### src/rtl/ber_pkg.sv
// Shared types and constants for the bit-error-rate tester.
package ber_pkg;

   typedef enum logic [1:0] {
      IDLE = 2'd0,
      RUN  = 2'd1,
      DONE = 2'd2
   } ber_state_t;

   localparam logic       MODE_ALT    = 1'b0;
   localparam logic       MODE_PRBS7  = 1'b1;
   localparam logic [6:0] PRBS7_SEED  = 7'h7F;
   localparam int         PRBS7_TAP_A = 6;
   localparam int         PRBS7_TAP_B = 5;

endpackage

### src/rtl/ber_tester_if.sv
// Pin-side bundle of the BER tester: controls and returned signal in, pattern/counts/status out.
interface ber_tester_if #(parameter int COUNT_W = 10);
   import ber_pkg::*;

   // No valid/ready handshake: start_n is a level button whose falling edge is the start event,
   // all other controls are levels sampled when the FSM needs them.
   logic               start_n;
   logic               run;
   logic               mode;
   logic [COUNT_W-1:0] test_len;
   logic               rx_in;
   logic               tx_out;
   logic [COUNT_W-1:0] err_count;
   logic [COUNT_W-1:0] bit_count;
   logic               busy;
   logic               done;
   logic               err_sat;
   ber_state_t         state;

   modport master (
      output start_n, run, mode, test_len, rx_in,
      input  tx_out, err_count, bit_count, busy, done, err_sat, state
   );

   modport slave (
      input  start_n, run, mode, test_len, rx_in,
      output tx_out, err_count, bit_count, busy, done, err_sat, state
   );

endinterface

### src/rtl/ber_pattern_gen.sv
// Test-pattern source: alternating 1,0,1,... or PRBS7 (x^7+x^6+1); bit_out is the next bit to launch.
module ber_pattern_gen
   import ber_pkg::*;
(
   input  logic clk,
   input  logic reset_n,
   input  logic load,
   input  logic advance,
   input  logic mode,
   output logic bit_out
);

   logic [6:0] lfsr;
   logic       alt_next;
   logic       prbs_new;

   assign prbs_new = lfsr[PRBS7_TAP_A] ^ lfsr[PRBS7_TAP_B];
   assign bit_out  = (mode == MODE_PRBS7) ? prbs_new : alt_next;

   // Both generators step together; only the selected one is visible.
   always_ff @(posedge clk or negedge reset_n) begin
      if (!reset_n) begin
         lfsr     <= PRBS7_SEED;
         alt_next <= 1'b1;
      end else if (load) begin
         lfsr     <= PRBS7_SEED;
         alt_next <= 1'b1;
      end else if (advance) begin
         lfsr     <= {lfsr[5:0], prbs_new};
         alt_next <= ~alt_next;
      end
   end

endmodule

### src/rtl/ber_tester.sv
// BER tester top: start/rx synchronisers, bit-period timer, expected-bit delay line,
// saturating counters and the IDLE/RUN/DONE controller.
module ber_tester
   import ber_pkg::*;
#(
   parameter int CLK_DIV       = 250,
   parameter int SAMPLE_OFFSET = 125,
   parameter int LOOP_DELAY    = 0,
   parameter int COUNT_W       = 10
) (
   input  logic         clk,
   input  logic         reset_n,
   ber_tester_if.slave  bus
);

   localparam int                 TIMER_W      = $clog2(CLK_DIV);
   localparam logic [TIMER_W-1:0] TIMER_LAST   = TIMER_W'(CLK_DIV - 1);
   localparam logic [TIMER_W-1:0] TIMER_SAMPLE = TIMER_W'(SAMPLE_OFFSET);
   localparam logic [4:0]         LAUNCH_MAX   = 5'd16;
   localparam logic [4:0]         LAUNCH_NEED  = 5'(LOOP_DELAY);
   localparam logic [COUNT_W-1:0] COUNT_MAX    = '1;

   ber_state_t         state;
   logic [TIMER_W-1:0] timer;
   logic               start_s1, start_s2, start_prev;
   logic               rx_s1, rx_s2;
   logic               mode_q, tx_q, busy_q, done_q, err_sat_q;
   logic [LOOP_DELAY:0] exp_sr;
   logic [4:0]         launch_cnt;
   logic [COUNT_W-1:0] err_cnt, bit_cnt;
   logic [COUNT_W-1:0] err_next, bit_next;
   logic               start_ev, pat_load, pat_advance, pat_bit, do_compare, mismatch;

   assign start_ev    = start_prev & ~start_s2;
   assign pat_load    = start_ev && (state != RUN);
   assign pat_advance = (state == RUN) && (timer == '0);
   // Compare only once the delay line holds the bit that is now returning.
   assign do_compare  = (state == RUN) && (timer == TIMER_SAMPLE) && (launch_cnt > LAUNCH_NEED);
   assign mismatch    = rx_s2 != exp_sr[LOOP_DELAY];
   assign bit_next    = (bit_cnt == COUNT_MAX) ? bit_cnt : bit_cnt + 1'b1;
   assign err_next    = (mismatch && (err_cnt != COUNT_MAX)) ? err_cnt + 1'b1 : err_cnt;

   ber_pattern_gen u_pattern (
      .clk     (clk),
      .reset_n (reset_n),
      .load    (pat_load),
      .advance (pat_advance),
      .mode    (mode_q),
      .bit_out (pat_bit)
   );

   always_ff @(posedge clk or negedge reset_n) begin
      if (!reset_n) begin
         start_s1   <= 1'b1;
         start_s2   <= 1'b1;
         start_prev <= 1'b1;
         rx_s1      <= 1'b0;
         rx_s2      <= 1'b0;
      end else begin
         start_s1   <= bus.start_n;
         start_s2   <= start_s1;
         start_prev <= start_s2;
         rx_s1      <= bus.rx_in;
         rx_s2      <= rx_s1;
      end
   end

   always_ff @(posedge clk or negedge reset_n) begin
      if (!reset_n) begin
         state      <= IDLE;
         timer      <= '0;
         mode_q     <= MODE_ALT;
         tx_q       <= 1'b0;
         busy_q     <= 1'b0;
         done_q     <= 1'b0;
         err_sat_q  <= 1'b0;
         exp_sr     <= '0;
         launch_cnt <= '0;
         err_cnt    <= '0;
         bit_cnt    <= '0;
      end else begin
         case (state)
            IDLE, DONE: begin
               timer <= '0;
               tx_q  <= 1'b0;
               if (start_ev) begin
                  state      <= RUN;
                  busy_q     <= 1'b1;
                  done_q     <= 1'b0;
                  err_sat_q  <= 1'b0;
                  err_cnt    <= '0;
                  bit_cnt    <= '0;
                  launch_cnt <= '0;
                  mode_q     <= bus.mode;
               end
            end
            RUN: begin
               timer <= (timer == TIMER_LAST) ? '0 : timer + 1'b1;
               if (pat_advance) begin
                  tx_q      <= pat_bit;
                  exp_sr[0] <= pat_bit;
                  for (int i = 1; i <= LOOP_DELAY; i++) exp_sr[i] <= exp_sr[i-1];
                  if (launch_cnt != LAUNCH_MAX) launch_cnt <= launch_cnt + 5'd1;
               end
               if (do_compare) begin
                  bit_cnt <= bit_next;
                  err_cnt <= err_next;
                  if (err_next == COUNT_MAX) err_sat_q <= 1'b1;
                  if (!bus.run && ((bus.test_len == '0) || (bit_next >= bus.test_len))) begin
                     state  <= DONE;
                     busy_q <= 1'b0;
                     done_q <= 1'b1;
                     tx_q   <= 1'b0;
                     timer  <= '0;
                  end
               end
            end
            default: state <= IDLE;
         endcase
      end
   end

   assign bus.tx_out    = tx_q;
   assign bus.err_count = err_cnt;
   assign bus.bit_count = bit_cnt;
   assign bus.busy      = busy_q;
   assign bus.done      = done_q;
   assign bus.err_sat   = err_sat_q;
   assign bus.state     = state;

endmodule

### src/flat_wrapper.sv
// flat-port wrapper written by rule: the top's interface ports become plain ports
module ber_tester_flat import ber_pkg::*;
#(
   parameter int CLK_DIV       = 250,
   parameter int SAMPLE_OFFSET = 125,
   parameter int LOOP_DELAY    = 0,
   parameter int COUNT_W       = 10
)
  (clk, reset_n, bus_start_n, bus_run, bus_mode, bus_test_len, bus_rx_in, bus_tx_out, bus_err_count, bus_bit_count, bus_busy, bus_done, bus_err_sat, bus_state);
  ber_tester_if #(.COUNT_W(COUNT_W)) bus_i ();
  input  logic clk;
  input  logic reset_n;
  input wire logic [$bits(bus_i.start_n)-1:0] bus_start_n;
  input wire logic [$bits(bus_i.run)-1:0] bus_run;
  input wire logic [$bits(bus_i.mode)-1:0] bus_mode;
  input wire logic [$bits(bus_i.test_len)-1:0] bus_test_len;
  input wire logic [$bits(bus_i.rx_in)-1:0] bus_rx_in;
  output wire logic [$bits(bus_i.tx_out)-1:0] bus_tx_out;
  output wire logic [$bits(bus_i.err_count)-1:0] bus_err_count;
  output wire logic [$bits(bus_i.bit_count)-1:0] bus_bit_count;
  output wire logic [$bits(bus_i.busy)-1:0] bus_busy;
  output wire logic [$bits(bus_i.done)-1:0] bus_done;
  output wire logic [$bits(bus_i.err_sat)-1:0] bus_err_sat;
  output wire logic [$bits(bus_i.state)-1:0] bus_state;
  assign bus_i.start_n = bus_start_n;
  assign bus_i.run = bus_run;
  assign bus_i.mode = bus_mode;
  assign bus_i.test_len = bus_test_len;
  assign bus_i.rx_in = bus_rx_in;
  assign bus_tx_out = bus_i.tx_out;
  assign bus_err_count = bus_i.err_count;
  assign bus_bit_count = bus_i.bit_count;
  assign bus_busy = bus_i.busy;
  assign bus_done = bus_i.done;
  assign bus_err_sat = bus_i.err_sat;
  assign bus_state = bus_i.state;
  ber_tester #(.CLK_DIV(CLK_DIV), .SAMPLE_OFFSET(SAMPLE_OFFSET), .LOOP_DELAY(LOOP_DELAY), .COUNT_W(COUNT_W)) u_core (.clk(clk), .reset_n(reset_n), .bus(bus_i));
endmodule
### config.mk
export PLATFORM = sky130hd
export DESIGN_NAME = ber_tester_flat
export DESIGN_NICKNAME = d
export VERILOG_FILES = /design/src/rtl/ber_pkg.sv /design/src/rtl/ber_tester_if.sv /design/src/rtl/ber_pattern_gen.sv /design/src/rtl/ber_tester.sv /design/src/flat_wrapper.sv
export SDC_FILE = /design/constraint.sdc
export NUM_CORES = 1
export LEC_CHECK = 0
export BUFFER_PORTS_ARGS = -buffer_cell sky130_fd_sc_hd__buf_2
export CAP_MARGIN = 10
export CORE_ASPECT_RATIO = 1.1
export CORE_MARGIN = 2
export CORE_UTILIZATION = 60
export CTS_BUF_LIST = sky130_fd_sc_hd__clkbuf_2 sky130_fd_sc_hd__clkbuf_4 sky130_fd_sc_hd__clkbuf_8
export CTS_CLUSTER_SIZE = 12
export DETAILED_ROUTE_END_ITERATION = 7
export HOLD_SLACK_MARGIN = 0.05
export PLACE_DENSITY = 0.82
export SLEW_MARGIN = 20
export SYNTH_ARGS = -nofsm -noshare
export SYNTH_HDL_FRONTEND = slang
export SYNTH_SLANG_ARGS = --single-unit
### constraint.sdc
create_clock -name clk -period 3.5 [get_ports clk]
set_input_delay 0 -clock clk [delete_from_list [all_inputs] [get_ports clk]]
set_output_delay 0 -clock clk [all_outputs]
set_load 0.05 [all_outputs]
==> out/qor.csv <==
metric,value,unit
status,finished clean,
worstPathMaxFanout,8,
holdPathStages,5,
cts_root_buffer,clkbuf_8,
holdWs,0.1799,ns
r2r_setup_slack,0.32,ns
synth_nets,383,
worstSetupEndpointType,register,
netlist_area,3182,µm²
synth_top_flop_cell,dfrtp_1,
viasPerCell,6.213,
async_flop_share,1.000,
power_density,506.6,nW/µm²
synthTopCellsByArea,"dfrtp_1, dfstp_2, ha_1, nand2_1, nand3_1",
slew_headroom,0.5589,
synth-seq-cells,54,
clkTransAtPathRegs,0.10,ns
grt-ovfl-total,0,
cts_resized,0,
netlist_instances,350,
clk_latency,0.32,ns
netlist.area_leader.share,0.3382,
fp-row-count,27,
max_stage_delay,0.54,ns
die_h,80.38,µm
hold_viol,0,
die_w,73.43,µm
drc,0,
fin_crit,3.179,ns
antenna_found_initial,0,
fmax,314.6,MHz
area_delta_synth_final,11.21,%
cp_data_required_time,3.69,ns
gp_congestion,0.8934,
finalWirelength,6.855,mm
grt_first_pass_wirelength,11.61,mm
nets,424,
setup_tns,0,ns
grt_max_degree,55,
htreeDepth,2,
synth.distinct_cells,58,
avgRoutedWirePerCell,15.23,µm
slowest_stage,or3_1,
grt_usage,0.2512,
reg2reg_to,u_core.timer[4],
synth_warnings,0,
hold_path_class,in -> reg,
clock-sinks,54,
n_fill_cell,400,
tightestPinTransition,0.6616,ns
grt_pass1_vias,2648,
drt_first_pass_iters,4,
ir_drop,415.8,µV
hold_end,u_core.bus.done,
synth-seq-area-share,0.4290,
postRouteAntennaNets,0,
layout-drive-gt1-share,0.1888,
hpwlAfterDp,4.916,mm
cp_top_family,simple AND/OR/NAND/NOR gates,
num_vias,2796,
finalMaxSlewViolations,0,
setup_viol,0,
fin_util,0.6983,
core_area,5067,µm²
period_share,0.9083,
fin_skew,0.008014,ns
clockBufferDepth,2,
crit_chain,ha_1 > nand3_1 > or3_1 > nand2_1 > xnor2_1 > ha_1 > a21o_1 > a31oi_1 > o21ai_0 > a21oi_2 > buf_4 > buf_4 > a22oi_1 > o31ai_1,
p_leak,1.707,nW
antenna_cells,0,
startpoint_type,register,
reg2reg_from,u_core.bus.bit_count[0],
io_pins,42,
io_buffers,41,
r2r_cells,14,
cts_buffers,5,
rsz0062_at_grt,no,
drt_iter0_markers,187,
crit_buf_inv,2,
path_class,reg -> reg,
synth-edff-count,0,
cts_tree,done,
synth_top_area_cell,dfrtp_1,
cp_data_arrival_time,3.37,ns
worstHoldStart,bus_run,
maxCapViolCount,0,
synth_area_per_cell,9.091,µm²
initial_core_util,0.6279,
die_area,5902,µm²
-- tightest hold or removal path: stages --
cell	delay, ns
buf_2	0.11
a311oi_2	0.04
a21oi_2	0.09
buf_4	0.16
nand2_1	0.06
-- layer usage --
metal,up-vias,global-route usage,wire [µm]
li1,1347,-,-
met1,1338,0.3026,2911
met2,101,0.4477,3483
met3,10,0.04768,375
met4,0,0.08000,85
met5,-,0,0
-- layout make-up --
cell class	instances	area, µm²	share of cell area
repair buffers	49	275.3	0.07779
multi-input cells	262	1659	0.4689
flip-flops and latches	54	1365	0.3858
clock buffers	5	68.82	0.01945
well taps	58	72.57	0.02051
inverters	19	71.32	0.02016
clock inverters	3	26.28	0.007426
-- repair_timing --
item	CTS	global route
hold endpoints to repair	46	0
hold buffers	4	0
endpoints found under the setup margin	0	3
buffers inserted	0	1
-- power by group --
group,internal [mW],leakage [nW],total (mW),switching (mW)
registers,0.784,0.687,0.910,0.126
clock network,0.148,0.0491,0.371,0.223
logic,0.206,0.971,0.512,0.306
total,1.14,1.71,1.79,0.655
-- logic make-up after synthesis --
| kind of cell | synth area share |
|---|---|
| compound gates | 0.1750 |
| xor+xnor | 0.03854 |
| fa+ha+maj | 0.06685 |
| buf+inv | 0.04954 |
| flops | 0.4290 |
| mux | 0.009831 |
| simple gates | 0.2312 |
-- worst max path at each step --
| stage | start | endpoint | slack [ns] | cells after the start |
|---|---|---|---|---|
| 6_report | u_core.bus.bit_count[0] | u_core.timer[4] | 0.32 | 14 |
| 5_1_grt | u_core.bus.bit_count[0] | u_core.timer[4] | 0.07 | 14 |
| 4_1_cts | u_core.bus.bit_count[0] | u_core.timer[5] | 0.25 | 13 |
| 3_5_place_dp | u_core.bus.bit_count[0] | u_core.timer[4] | 0.28 | 12 |
| 3_3_place_gp | u_core.bus.bit_count[0] | u_core.timer[2] | 0.38 | 13 |
| 2_1_floorplan | u_core.bus.bit_count[0] | u_core.timer[2] | 0.33 | 14 |
-- per-stage QoR --
stage	power (mW)	setup WS (ns)	cell area, µm²	std cells
floorplan	1.285	0.3306	3182	350
global placement	1.395	0.3835	3396	437
detailed placement	1.432	0.2819	3396	437
CTS	1.801	0.2474	3531	449
global route	1.910	0.07076	3538	450
finish	1.793	0.3209	3538	450
-- layout by cell type, fill, tap and decap left out, types with 3 or more instances in the layout --
cell type,synthesis,routed
buf_4,0,4
nor2_1,18,18
o31ai_1,6,6
buf_2,5,41
inv_1,18,18
dlygate4sd3_1,0,4
dfrtp_1,43,43
ha_1,17,17
a21oi_1,13,13
nand2b_1,3,3
nand4_1,13,13
o21ai_0,20,20
nand2_1,52,52
dfstp_2,11,11
nor3_1,5,5
clkbuf_8,0,5
and3_1,4,4
xor2_1,6,6
nor2b_1,4,4
a311oi_1,3,3
and4_1,3,3
nor4_1,3,3
a31oi_1,12,12
xnor2_1,8,8
nand3_1,27,27
a21o_1,6,6
-- sequential cells by signal (all words and copies together) (netlist names), 2 cells and up --
register,count
u_core.bus.bit_count,10
u_core.bus.err_count,10
u_core.timer,8
u_core.u_pattern.lfsr,7
u_core.launch_cnt,5
u_core.bus.state,2
-- cell usage after synthesis, drive strengths merged, types with 8 or more instances --
library cell,instances
o21ai,21
a31oi,12
nand3,27
xnor2,8
dfstp,11
buf,9
a21oi,14
nor2,19
ha,17
inv,18
dfrtp,43
nand4,14
nand2,52
(Power assumes the default switching activity.)
